<file path="src/rtl/register_bank_32_pkg.sv">
// Shared constants and scan-sequencer state encoding for the register bank.
package register_bank_32_pkg;
  localparam int REG_COUNT  = 32;
  localparam int REG_ADDR_W = 5;
  localparam logic [REG_ADDR_W-1:0] LAST_REG = 5'd31;

  typedef enum logic [1:0] {
    SCAN_IDLE  = 2'b00,
    SCAN_OFFER = 2'b01,
    SCAN_DONE  = 2'b10
  } scan_state_e;
endpackage

</file>
<file path="src/rtl/register_bank_32_if.sv">
// Scan/dump port of the register bank: start request, valid/ready word stream, status.
interface register_bank_32_if #(parameter int NrOfBits = 32);
  import register_bank_32_pkg::*;

  logic                  ScanStart;
  logic                  ScanReady;
  logic                  ScanValid;
  logic [REG_ADDR_W-1:0] ScanIndex;
  logic [NrOfBits-1:0]   ScanData;
  logic                  ScanBusy;
  logic                  ScanDone;

  modport master (
    output ScanStart, ScanReady,
    input  ScanValid, ScanIndex, ScanData, ScanBusy, ScanDone
  );

  modport slave (
    input  ScanStart, ScanReady,
    output ScanValid, ScanIndex, ScanData, ScanBusy, ScanDone
  );
endinterface

</file>
<file path="src/rtl/register_bank_32_reg_scan_ctrl.sv">
// Scan sequencer: walks the pointer over all registers with a valid/ready handshake
// and tells the bank when and from which register to latch the next scan word.
module reg_scan_ctrl
  import register_bank_32_pkg::*;
(
  input  logic                  clk_i,
  input  logic                  srst_i,
  input  logic                  start_i,
  input  logic                  ready_i,
  output logic                  valid_o,
  output logic                  busy_o,
  output logic                  done_o,
  output logic [REG_ADDR_W-1:0] index_o,
  output logic [REG_ADDR_W-1:0] scan_sel_o,
  output logic                  load_o
);
  scan_state_e           state_q;
  logic [REG_ADDR_W-1:0] ptr_q;
  logic                  valid_q;
  logic                  busy_q;
  logic                  done_q;

  // valid_q is always set in OFFER, so ready alone marks a handshake there.
  always_comb begin
    load_o     = 1'b0;
    scan_sel_o = '0;
    case (state_q)
      SCAN_IDLE: begin
        load_o     = start_i;
        scan_sel_o = '0;
      end
      SCAN_OFFER: begin
        load_o     = ready_i && (ptr_q != LAST_REG);
        scan_sel_o = ptr_q + REG_ADDR_W'(1);
      end
      default: begin
        load_o     = 1'b0;
        scan_sel_o = '0;
      end
    endcase
  end

  always_ff @(posedge clk_i) begin
    if (srst_i) begin
      state_q <= SCAN_IDLE;
      ptr_q   <= '0;
      valid_q <= 1'b0;
      busy_q  <= 1'b0;
      done_q  <= 1'b0;
    end else begin
      case (state_q)
        SCAN_IDLE: begin
          done_q <= 1'b0;
          if (start_i) begin
            state_q <= SCAN_OFFER;
            ptr_q   <= '0;
            valid_q <= 1'b1;
            busy_q  <= 1'b1;
          end
        end
        SCAN_OFFER: begin
          if (ready_i) begin
            if (ptr_q == LAST_REG) begin
              state_q <= SCAN_DONE;
              valid_q <= 1'b0;
              done_q  <= 1'b1;
            end else begin
              ptr_q <= ptr_q + REG_ADDR_W'(1);
            end
          end
        end
        SCAN_DONE: begin
          state_q <= SCAN_IDLE;
          done_q  <= 1'b0;
          busy_q  <= 1'b0;
        end
        default: begin
          state_q <= SCAN_IDLE;
          valid_q <= 1'b0;
          busy_q  <= 1'b0;
          done_q  <= 1'b0;
        end
      endcase
    end
  end

  assign valid_o = valid_q;
  assign busy_o  = busy_q;
  assign done_o  = done_q;
  assign index_o = ptr_q;
endmodule

</file>
<file path="src/rtl/register_bank_32.sv">
// Architectural integer register file (x0 hard-wired to zero) with all registers
// exposed in parallel and a snapshotting scan port for post-halt dumps.
module register_bank_32
  import register_bank_32_pkg::*;
#(
  parameter int NrOfBits = 32
) (
  input  logic                  Clock,
  input  logic                  Reset,
  input  logic                  WriteEnable,
  input  logic [REG_ADDR_W-1:0] WriteAddr,
  input  logic [NrOfBits-1:0]   WriteData,
  register_bank_32_if.slave     scan,
  output logic [NrOfBits-1:0]   RegOut_0,  RegOut_1,  RegOut_2,  RegOut_3,
  output logic [NrOfBits-1:0]   RegOut_4,  RegOut_5,  RegOut_6,  RegOut_7,
  output logic [NrOfBits-1:0]   RegOut_8,  RegOut_9,  RegOut_10, RegOut_11,
  output logic [NrOfBits-1:0]   RegOut_12, RegOut_13, RegOut_14, RegOut_15,
  output logic [NrOfBits-1:0]   RegOut_16, RegOut_17, RegOut_18, RegOut_19,
  output logic [NrOfBits-1:0]   RegOut_20, RegOut_21, RegOut_22, RegOut_23,
  output logic [NrOfBits-1:0]   RegOut_24, RegOut_25, RegOut_26, RegOut_27,
  output logic [NrOfBits-1:0]   RegOut_28, RegOut_29, RegOut_30, RegOut_31
);
  logic [NrOfBits-1:0]   reg_vals [REG_COUNT];
  logic [NrOfBits-1:0]   scan_data_q;
  logic [REG_ADDR_W-1:0] scan_sel;
  logic                  scan_load;

  genvar gi;
  generate
    for (gi = 0; gi < REG_COUNT; gi++) begin : g_reg
      if (gi == 0) begin : g_zero
        assign reg_vals[gi] = '0;
      end else begin : g_flop
        logic [NrOfBits-1:0] value_q;
        always_ff @(posedge Clock) begin
          if (Reset) begin
            value_q <= '0;
          end else if (WriteEnable && (WriteAddr == REG_ADDR_W'(gi))) begin
            value_q <= WriteData;
          end
        end
        assign reg_vals[gi] = value_q;
      end
    end
  endgenerate

  reg_scan_ctrl u_scan_ctrl (
    .clk_i      (Clock),
    .srst_i     (Reset),
    .start_i    (scan.ScanStart),
    .ready_i    (scan.ScanReady),
    .valid_o    (scan.ScanValid),
    .busy_o     (scan.ScanBusy),
    .done_o     (scan.ScanDone),
    .index_o    (scan.ScanIndex),
    .scan_sel_o (scan_sel),
    .load_o     (scan_load)
  );

  // Latching from the pre-edge array makes a same-edge write invisible to the offered word.
  always_ff @(posedge Clock) begin
    if (Reset) begin
      scan_data_q <= '0;
    end else if (scan_load) begin
      scan_data_q <= reg_vals[scan_sel];
    end
  end

  assign scan.ScanData = scan_data_q;

  assign RegOut_0  = reg_vals[0];  assign RegOut_1  = reg_vals[1];
  assign RegOut_2  = reg_vals[2];  assign RegOut_3  = reg_vals[3];
  assign RegOut_4  = reg_vals[4];  assign RegOut_5  = reg_vals[5];
  assign RegOut_6  = reg_vals[6];  assign RegOut_7  = reg_vals[7];
  assign RegOut_8  = reg_vals[8];  assign RegOut_9  = reg_vals[9];
  assign RegOut_10 = reg_vals[10]; assign RegOut_11 = reg_vals[11];
  assign RegOut_12 = reg_vals[12]; assign RegOut_13 = reg_vals[13];
  assign RegOut_14 = reg_vals[14]; assign RegOut_15 = reg_vals[15];
  assign RegOut_16 = reg_vals[16]; assign RegOut_17 = reg_vals[17];
  assign RegOut_18 = reg_vals[18]; assign RegOut_19 = reg_vals[19];
  assign RegOut_20 = reg_vals[20]; assign RegOut_21 = reg_vals[21];
  assign RegOut_22 = reg_vals[22]; assign RegOut_23 = reg_vals[23];
  assign RegOut_24 = reg_vals[24]; assign RegOut_25 = reg_vals[25];
  assign RegOut_26 = reg_vals[26]; assign RegOut_27 = reg_vals[27];
  assign RegOut_28 = reg_vals[28]; assign RegOut_29 = reg_vals[29];
  assign RegOut_30 = reg_vals[30]; assign RegOut_31 = reg_vals[31];
endmodule
</file>
<file path="src/flat_wrapper.sv">
// flat-port wrapper written by rule: the top's interface ports become plain ports
module register_bank_32_flat import register_bank_32_pkg::*;
#(
  parameter int NrOfBits = 32
)
  (Clock, Reset, WriteEnable, WriteAddr, WriteData, RegOut_0, RegOut_1, RegOut_2, RegOut_3, RegOut_4, RegOut_5, RegOut_6, RegOut_7, RegOut_8, RegOut_9, RegOut_10, RegOut_11, RegOut_12, RegOut_13, RegOut_14, RegOut_15, RegOut_16, RegOut_17, RegOut_18, RegOut_19, RegOut_20, RegOut_21, RegOut_22, RegOut_23, RegOut_24, RegOut_25, RegOut_26, RegOut_27, RegOut_28, RegOut_29, RegOut_30, RegOut_31, scan_ScanStart, scan_ScanReady, scan_ScanValid, scan_ScanIndex, scan_ScanData, scan_ScanBusy, scan_ScanDone);
  register_bank_32_if #(.NrOfBits(NrOfBits)) scan_i ();
  input  logic Clock;
  input  logic Reset;
  input  logic WriteEnable;
  input  logic [REG_ADDR_W-1:0] WriteAddr;
  input  logic [NrOfBits-1:0] WriteData;
  output logic [NrOfBits-1:0] RegOut_0;
  output logic [NrOfBits-1:0] RegOut_1;
  output logic [NrOfBits-1:0] RegOut_2;
  output logic [NrOfBits-1:0] RegOut_3;
  output logic [NrOfBits-1:0] RegOut_4;
  output logic [NrOfBits-1:0] RegOut_5;
  output logic [NrOfBits-1:0] RegOut_6;
  output logic [NrOfBits-1:0] RegOut_7;
  output logic [NrOfBits-1:0] RegOut_8;
  output logic [NrOfBits-1:0] RegOut_9;
  output logic [NrOfBits-1:0] RegOut_10;
  output logic [NrOfBits-1:0] RegOut_11;
  output logic [NrOfBits-1:0] RegOut_12;
  output logic [NrOfBits-1:0] RegOut_13;
  output logic [NrOfBits-1:0] RegOut_14;
  output logic [NrOfBits-1:0] RegOut_15;
  output logic [NrOfBits-1:0] RegOut_16;
  output logic [NrOfBits-1:0] RegOut_17;
  output logic [NrOfBits-1:0] RegOut_18;
  output logic [NrOfBits-1:0] RegOut_19;
  output logic [NrOfBits-1:0] RegOut_20;
  output logic [NrOfBits-1:0] RegOut_21;
  output logic [NrOfBits-1:0] RegOut_22;
  output logic [NrOfBits-1:0] RegOut_23;
  output logic [NrOfBits-1:0] RegOut_24;
  output logic [NrOfBits-1:0] RegOut_25;
  output logic [NrOfBits-1:0] RegOut_26;
  output logic [NrOfBits-1:0] RegOut_27;
  output logic [NrOfBits-1:0] RegOut_28;
  output logic [NrOfBits-1:0] RegOut_29;
  output logic [NrOfBits-1:0] RegOut_30;
  output logic [NrOfBits-1:0] RegOut_31;
  input wire logic [$bits(scan_i.ScanStart)-1:0] scan_ScanStart;
  input wire logic [$bits(scan_i.ScanReady)-1:0] scan_ScanReady;
  output wire logic [$bits(scan_i.ScanValid)-1:0] scan_ScanValid;
  output wire logic [$bits(scan_i.ScanIndex)-1:0] scan_ScanIndex;
  output wire logic [$bits(scan_i.ScanData)-1:0] scan_ScanData;
  output wire logic [$bits(scan_i.ScanBusy)-1:0] scan_ScanBusy;
  output wire logic [$bits(scan_i.ScanDone)-1:0] scan_ScanDone;
  assign scan_i.ScanStart = scan_ScanStart;
  assign scan_i.ScanReady = scan_ScanReady;
  assign scan_ScanValid = scan_i.ScanValid;
  assign scan_ScanIndex = scan_i.ScanIndex;
  assign scan_ScanData = scan_i.ScanData;
  assign scan_ScanBusy = scan_i.ScanBusy;
  assign scan_ScanDone = scan_i.ScanDone;
  register_bank_32 #(.NrOfBits(NrOfBits)) u_core (.Clock(Clock), .Reset(Reset), .WriteEnable(WriteEnable), .WriteAddr(WriteAddr), .WriteData(WriteData), .scan(scan_i), .RegOut_0(RegOut_0), .RegOut_1(RegOut_1), .RegOut_2(RegOut_2), .RegOut_3(RegOut_3), .RegOut_4(RegOut_4), .RegOut_5(RegOut_5), .RegOut_6(RegOut_6), .RegOut_7(RegOut_7), .RegOut_8(RegOut_8), .RegOut_9(RegOut_9), .RegOut_10(RegOut_10), .RegOut_11(RegOut_11), .RegOut_12(RegOut_12), .RegOut_13(RegOut_13), .RegOut_14(RegOut_14), .RegOut_15(RegOut_15), .RegOut_16(RegOut_16), .RegOut_17(RegOut_17), .RegOut_18(RegOut_18), .RegOut_19(RegOut_19), .RegOut_20(RegOut_20), .RegOut_21(RegOut_21), .RegOut_22(RegOut_22), .RegOut_23(RegOut_23), .RegOut_24(RegOut_24), .RegOut_25(RegOut_25), .RegOut_26(RegOut_26), .RegOut_27(RegOut_27), .RegOut_28(RegOut_28), .RegOut_29(RegOut_29), .RegOut_30(RegOut_30), .RegOut_31(RegOut_31));
endmodule
</file>
<file path="config.mk">
export PLATFORM = sky130hd
export DESIGN_NAME = register_bank_32_flat
export DESIGN_NICKNAME = d
export VERILOG_FILES = /design/src/rtl/register_bank_32_pkg.sv /design/src/rtl/register_bank_32_if.sv /design/src/rtl/register_bank_32_reg_scan_ctrl.sv /design/src/rtl/register_bank_32.sv /design/src/flat_wrapper.sv
export SDC_FILE = /design/constraint.sdc
export NUM_CORES = 2
export LEC_CHECK = 0
export ABC_AREA = 1
export BUFFER_PORTS_ARGS = -buffer_cell sky130_fd_sc_hd__buf_2
export CAP_MARGIN = 0
export CORE_AREA = 2 2 432 434
export DETAILED_ROUTE_END_ITERATION = 16
export DIE_AREA = 0 0 434 436
export PLACE_DENSITY_LB_ADDON = 0.12
export SYNTH_ARGS = -nofsm -noshare
export SYNTH_HDL_FRONTEND = slang
export SYNTH_SLANG_ARGS = --single-unit
</file>
<file path="constraint.sdc">
create_clock -name Clock -period 3.2 [get_ports Clock]
set_input_delay 0.48 -clock Clock [delete_from_list [all_inputs] [get_ports Clock]]
set_output_delay 0.48 -clock Clock [all_outputs]
set_load 0.02 [all_outputs]
</file>
## Word-level counts from Yosys, hierarchy flattened

Index checks and enable logic that the tools add are counted.

- Output and inout port bits: 1064
- Input bits: 42
- Flip-flop bits (word level): 1034
- Word-level logic and storage cells: 139

- Mux-type cells: 18
- Eq/ne operators: 39
- Reductions and logical operators: 40
- Add/subtract/negate cells: 1
- Bitwise operators: 3
- Order comparisons: 1

Operators by type and width:

| operator | number |
|---|---|
| binary-select mux 32 bit (select 5 bit) | 1 |
| equality test 5 bit, second input constant | 17 |
| 2-to-1 mux 32 bit | 2 |
| equality test 5 x 4 -> 1 bit, second input constant | 8 |
| logical AND 1 bit | 32 |
| equality test 5 x 3 -> 1 bit, second input constant | 4 |
| 2-to-1 mux 5 bit | 4 |
| equality test 5 x 2 -> 1 bit, second input constant | 2 |
| case mux 5 bit (2 select lines) | 1 |
| inequality test 2 bit, second input constant | 4 |
| AND reduction 4 bit | 2 |
| >= comparator 6 bit, second input constant | 1 |
| 2-to-1 mux 2 bit | 3 |
| NOT 5 -> 6 bit | 1 |
| adder 5 x 1 -> 5 bit, second input constant | 1 |
| equality test 5 x 1 -> 1 bit, second input constant | 1 |
| inequality test 5 bit, second input constant | 1 |
| case mux 1 bit (2 select lines) | 2 |
| case mux 2 bit (2 select lines) | 1 |
| AND reduction 2 bit | 2 |
| 2-to-1 mux 1 bit | 3 |
| case mux 1 bit (3 select lines) | 1 |
| AND reduction 3 bit | 1 |
| equality test 2 x 1 -> 1 bit, second input constant | 1 |
| 5 further kinds | 6 |

## Depth between registers and ports, before layout

- Depth in word-level cells: 6
- Mapped depth: 14
- Gate-level depth less buffers: 12

## By module

From an unflattened synthesis, not the netlist that was laid out.

- Cell total of the unflattened synthesis: 6961
- Area, all modules: 47297.9 um^2

Modules (own cells, without submodules):

| module | instances | cells each | seq. area each (um^2) | area each (um^2) |
|---|---|---|---|---|
| register_bank_32 | 1 | 6888 | 20499.7 | 46773.6 |
| reg_scan_ctrl | 1 | 73 | 200.2 | 524.3 |

## Worst setup path after synthesis

OpenSTA, ideal clock, no wires.

- Path type: register to register
- Start point: reg u_core.u_scan_ctrl.ptr_q[1] (netlist: u_core.u_scan_ctrl.index_o[1])
- End point: reg u_core.scan_data_q[28] (netlist: u_core.scan.ScanData[28])
- Data arrival time: 1.810 ns
- Data required time: 3.078 ns
- Cell stages (with the launch flop): 12
- Period minus slack after synthesis: 1.932 ns
- Path slack: 1.268 ns
- Library setup time: 0.122 ns
- Buffers on the path: 2
- Cells stage by stage: dfxtp_1 ha_1 nand2_1 nor2_1 ha_1 inv_1 a32oi_1 inv_1 buf_2 buf_2 o21ai_0 a21oi_2

- Word-level cells in the longest chain between the ends: 6
- Elaborated cells between the ends (all ways): 9
- Classes of those cells: add/sub (1); eq/ne (1); mux (5); bitwise (1); reduce/logical (1)

RTL lines:

| item | line | source |
|---|---|---|
| start, declared | register_bank_32_reg_scan_ctrl.sv:18 | `logic [REG_ADDR_W-1:0] ptr_q;` |
| start signal, assigned | register_bank_32_reg_scan_ctrl.sv:68 | `ptr_q <= ptr_q + REG_ADDR_W'(1);` |
| adder 5 x 1 -> 5 bit | register_bank_32_reg_scan_ctrl.sv:34 | `scan_sel_o = ptr_q + REG_ADDR_W'(1);` |
| 2-to-1 mux 5 bit | register_bank_32_reg_scan_ctrl.sv:27 | `case (state_q)` |
| NOT 5 -> 6 bit (not written as such) | register_bank_32.sv:65 | `scan_data_q <= reg_vals[scan_sel];` |
| binary-select mux 32 bit (select 5 bit) | register_bank_32.sv:65 |  |
| 2-to-1 mux 32 bit (not written as such) (2 in a row) | register_bank_32.sv:65 |  |
| end signal, assigned | register_bank_32.sv:65 |  |
| end, declared | register_bank_32.sv:24 | `logic [NrOfBits-1:0] scan_data_q;` |

Several ways; a longest one is shown, not always the timed one. The select of a mux whose other input is x is not followed.
A chain may end at the register's enable or synchronous reset.

## Final worst setup path

- Start point: reg u_core.u_scan_ctrl.ptr_q[0] (netlist: u_core.u_scan_ctrl.index_o[0])
- End point: reg u_core.scan_data_q[21] (netlist: u_core.scan.ScanData[21])

The elaborated chain is that of the path after synthesis.

==> results.tsv <==
metric	value	unit
CTS root buf	clkbuf_16	
Int Power	22.9	mW
routed wire length per instance	31.0	um
slowest CP cell	dfxtp_4	
post-CTS resize count	0	
Worst-Skew Late Latency	0.83	ns
crit-path cells	ha_2 > nand3_4 > buf_12 > a21oi_1 > o21ai_0 > nand3_1 > nand2_1 > nand3_1 > nand2_1 > a21oi_2	
outcome	finished, final reports clean	
Sw Share	0.321	
post-synthesis compound-gate area fraction	0.218	
setup TNS	0	ns
Tmin final	2.90	ns
1st-iter DRT viols	5190	
first-pass GRT wire length	424000	um
die width	434	um
clock buffer count from CTS	132	
final hold violations	0	
kind of end point of the critical path	flop	
number of global-route vias before repair	48040	
Post-Route WL	319000	um
detailed-route via count	52353	
Post-Layout Cell Count	10294	
Worst path max stage delay	0.43	ns
slew of the pin with the lowest slew margin	1.34	ns
Post-Synth Simple-Gate Area	0.215	
GRT Resource Usage Total	0.324	
CP max FO	124	
Post-Syn Instances	6953	
worst hold path type	in2reg	
DR WL met3	19800	um
proportion of synthesized area in mux cells	0	
Initial Utilization	0.257	
adder-cell share of the synthesized area	0.000528	
RSZ-0062 raised after global routing	false	
Clock Path Buffers	3	
xor/xnor share of the synthesized area	0	
final max-slew violation count	0	
nets@finish	7747	
largest family of logic cells by synthesized area	compound AO/OA/AOI/OAI gates	
post-route clock period utilization	0.908	
highest routed layer	met5	
clock power share	0.449	
Via density	5.09	
Reg power frac	0.394	
crit path kind	reg2reg	
number of remaining DRC errors	0	
Seq cells post-synth	1034	
syn avg cell area	6.82	um2
CTS tree	done	
Final GP Congestion	0.936	
Setup Fix Bufs, Post-CTS	0	
crit path DAT	3.60	ns
Filler cells	20437	
Post-CTS Hold Buffers	5	
Die Ht	436	um
reg-to-reg startpoint	u_core.u_scan_ctrl.index_o[0]$_SDFFE_PP0P_	
min-delay src	WriteData[30]	
layout cells sized above 1	0.195	
DRT Pass-1 Iters	5	
synth warn	0	
Distinct cells, synth	31	
CP required	3.90	ns
PwrDens	570	nW/um2
flop-to-flop setup slack	0.30	ns
H-tree Lvls	4	
Sw Pwr	10.8	mW
Comb pwr share	0.156	
Area Overhead vs Synth	24.9	%
port bufs	1073	
count of final setup violators	0	
register area share after synthesis	0.437	
area of the die	189000	um2
worst r2r dst	u_core.scan.ScanData[21]$_SDFFE_PP0P_	
worst-case reg-to-reg path depth	10	
grt ovf	0	
Antenna Violating Nets Remaining	0	
Worst Hold End	u_core.RegOut_30[30]$_SDFFE_PP0P_	
clk sink count	1034	
HPWL Detailed	233000	um
Post-Syn Area	47400	um2
Cells after DPL	10044	
LEAKAGE	26.0	nW
Cell Rows	158	
FMAX	344	MHz
Final Skew	0.0400	ns
largest net degree at the start of global routing	135	
Max Cap Viol	0	
post-layout instance area	59200	um2
initial antenna violation count	23	
DP Area	54800	um2
CTS clk-pin slew, worst paths	0.06	ns
Rel. slew slack	0.106	
metal2 WL	147000	um
Worst IR Drop VDD	0.000418	V
final core occ	0.321	
DRT met1 WL	130000	um
hold path depth	3	
Setup crit start kind	flop	
total core area	185000	um2
IO Pins	1106	
==> kinds of logic (layout without fill, tap and decap cells) <==
logic type / count (synthesis) / after routing
flops: 1034 / 1034
buf+inv: 1453 / 2271
other cells: 1 / 44
fa+ha+maj: 2 / 2
compound gates: 2047 / 2047
simple gates: 2416 / 2416
==> per-layer routing <==
layer  GRT usage  vias up
met5           0        -
met2       0.525     2367
met4       0.198        8
met3      0.0539      537
met1       0.400    25354
li1            -    24087
==> power by group through the flow <==
stage	Sequential, mW	Combinational (mW)	Clock (mW)
2_1_floorplan	13.7	2.59	0
3_3_place_gp	13.6	5.23	0
3_5_place_dp	13.6	5.23	0
4_1_cts	13.3	5.25	15.4
5_1_grt	13.3	5.55	15.9
6_report	13.3	5.28	15.2
==> placed cells by master (no fill, tap or decap), drive strengths merged <==
cell,count
buf,1253
a21oi,1037
dfxtp,1034
o21ai,1008
nand2,955
nand3,831
inv,787
nor2,627
clkbuf,202
conb,32
clkinv,21
diode,12
dlygate4sd3,5
bufinv,3
nor3,3
ha,2
a32oi,1
o221ai,1
==> synthesized netlist by cell type, drive strengths merged <==
cell type	n	area, um2
o21ai	1008	5040
conb	1	3.75
inv	778	2930
dfxtp	1034	20700
ha	2	25.0
nor2	627	2410
o221ai	1	8.76
a32oi	1	8.76
nand3	831	4180
a21oi	1037	5250
nor3	3	20.0
nand2	955	3600
clkbuf	426	1600
clkinv	2	7.51
buf	247	1610
==> area by class of cell <==
type | instances | area [um2] | share of cell area
diodes | 12 | 30.0 | 0.000507
clock buffers | 202 | 3870 | 0.0653
clock inverters | 31 | 390 | 0.00660
inverters | 780 | 2960 | 0.0499
multi-input cells | 4497 | 20800 | 0.352
flip-flops and latches | 1034 | 20700 | 0.350
well taps | 2480 | 3100 | 0.0524
repair buffers | 1258 | 7320 | 0.124
==> worst max-delay path by stage <==
stage	slack, ns	from	cells past startpoint	endpoint
2_1_floorplan	1.27	u_core.u_scan_ctrl.index_o[1]$_SDFFE_PP0P_	11	u_core.scan.ScanData[28]$_SDFFE_PP0P_
3_3_place_gp	0.22	u_core.u_scan_ctrl.state_q[1]$_SDFFE_PP0P_	10	u_core.scan.ScanData[28]$_SDFFE_PP0P_
3_5_place_dp	0.27	u_core.u_scan_ctrl.state_q[1]$_SDFFE_PP0P_	10	u_core.scan.ScanData[20]$_SDFFE_PP0P_
4_1_cts	0.26	u_core.u_scan_ctrl.state_q[1]$_SDFFE_PP0P_	10	u_core.scan.ScanData[20]$_SDFFE_PP0P_
5_1_grt	0.17	u_core.u_scan_ctrl.state_q[1]$_SDFFE_PP0P_	10	u_core.scan.ScanData[18]$_SDFFE_PP0P_
6_report	0.30	u_core.u_scan_ctrl.index_o[0]$_SDFFE_PP0P_	10	u_core.scan.ScanData[21]$_SDFFE_PP0P_
==> worst max-delay path: cells and delay by family (launching register included) <==
| kind | cells | cell delay [ns] |
|---|---|---|
| flops | 1 | 0.43 |
| compound gates | 3 | 0.22 |
| simple gates | 5 | 1.09 |
| fa+ha+maj | 1 | 0.32 |
| buf+inv | 1 | 0.39 |
==> per-stage QoR <==
step           power (mW)  hold WS [ns]  worst slack (ns)
2_1_floorplan        16.3         0.529              1.27
3_3_place_gp         18.8         0.446             0.221
3_5_place_dp         18.8         0.452             0.269
4_1_cts              33.9        0.0653             0.257
5_1_grt              34.8         0.109             0.170
6_report             33.7         0.162             0.296
Power figures use the tool's default switching activity.
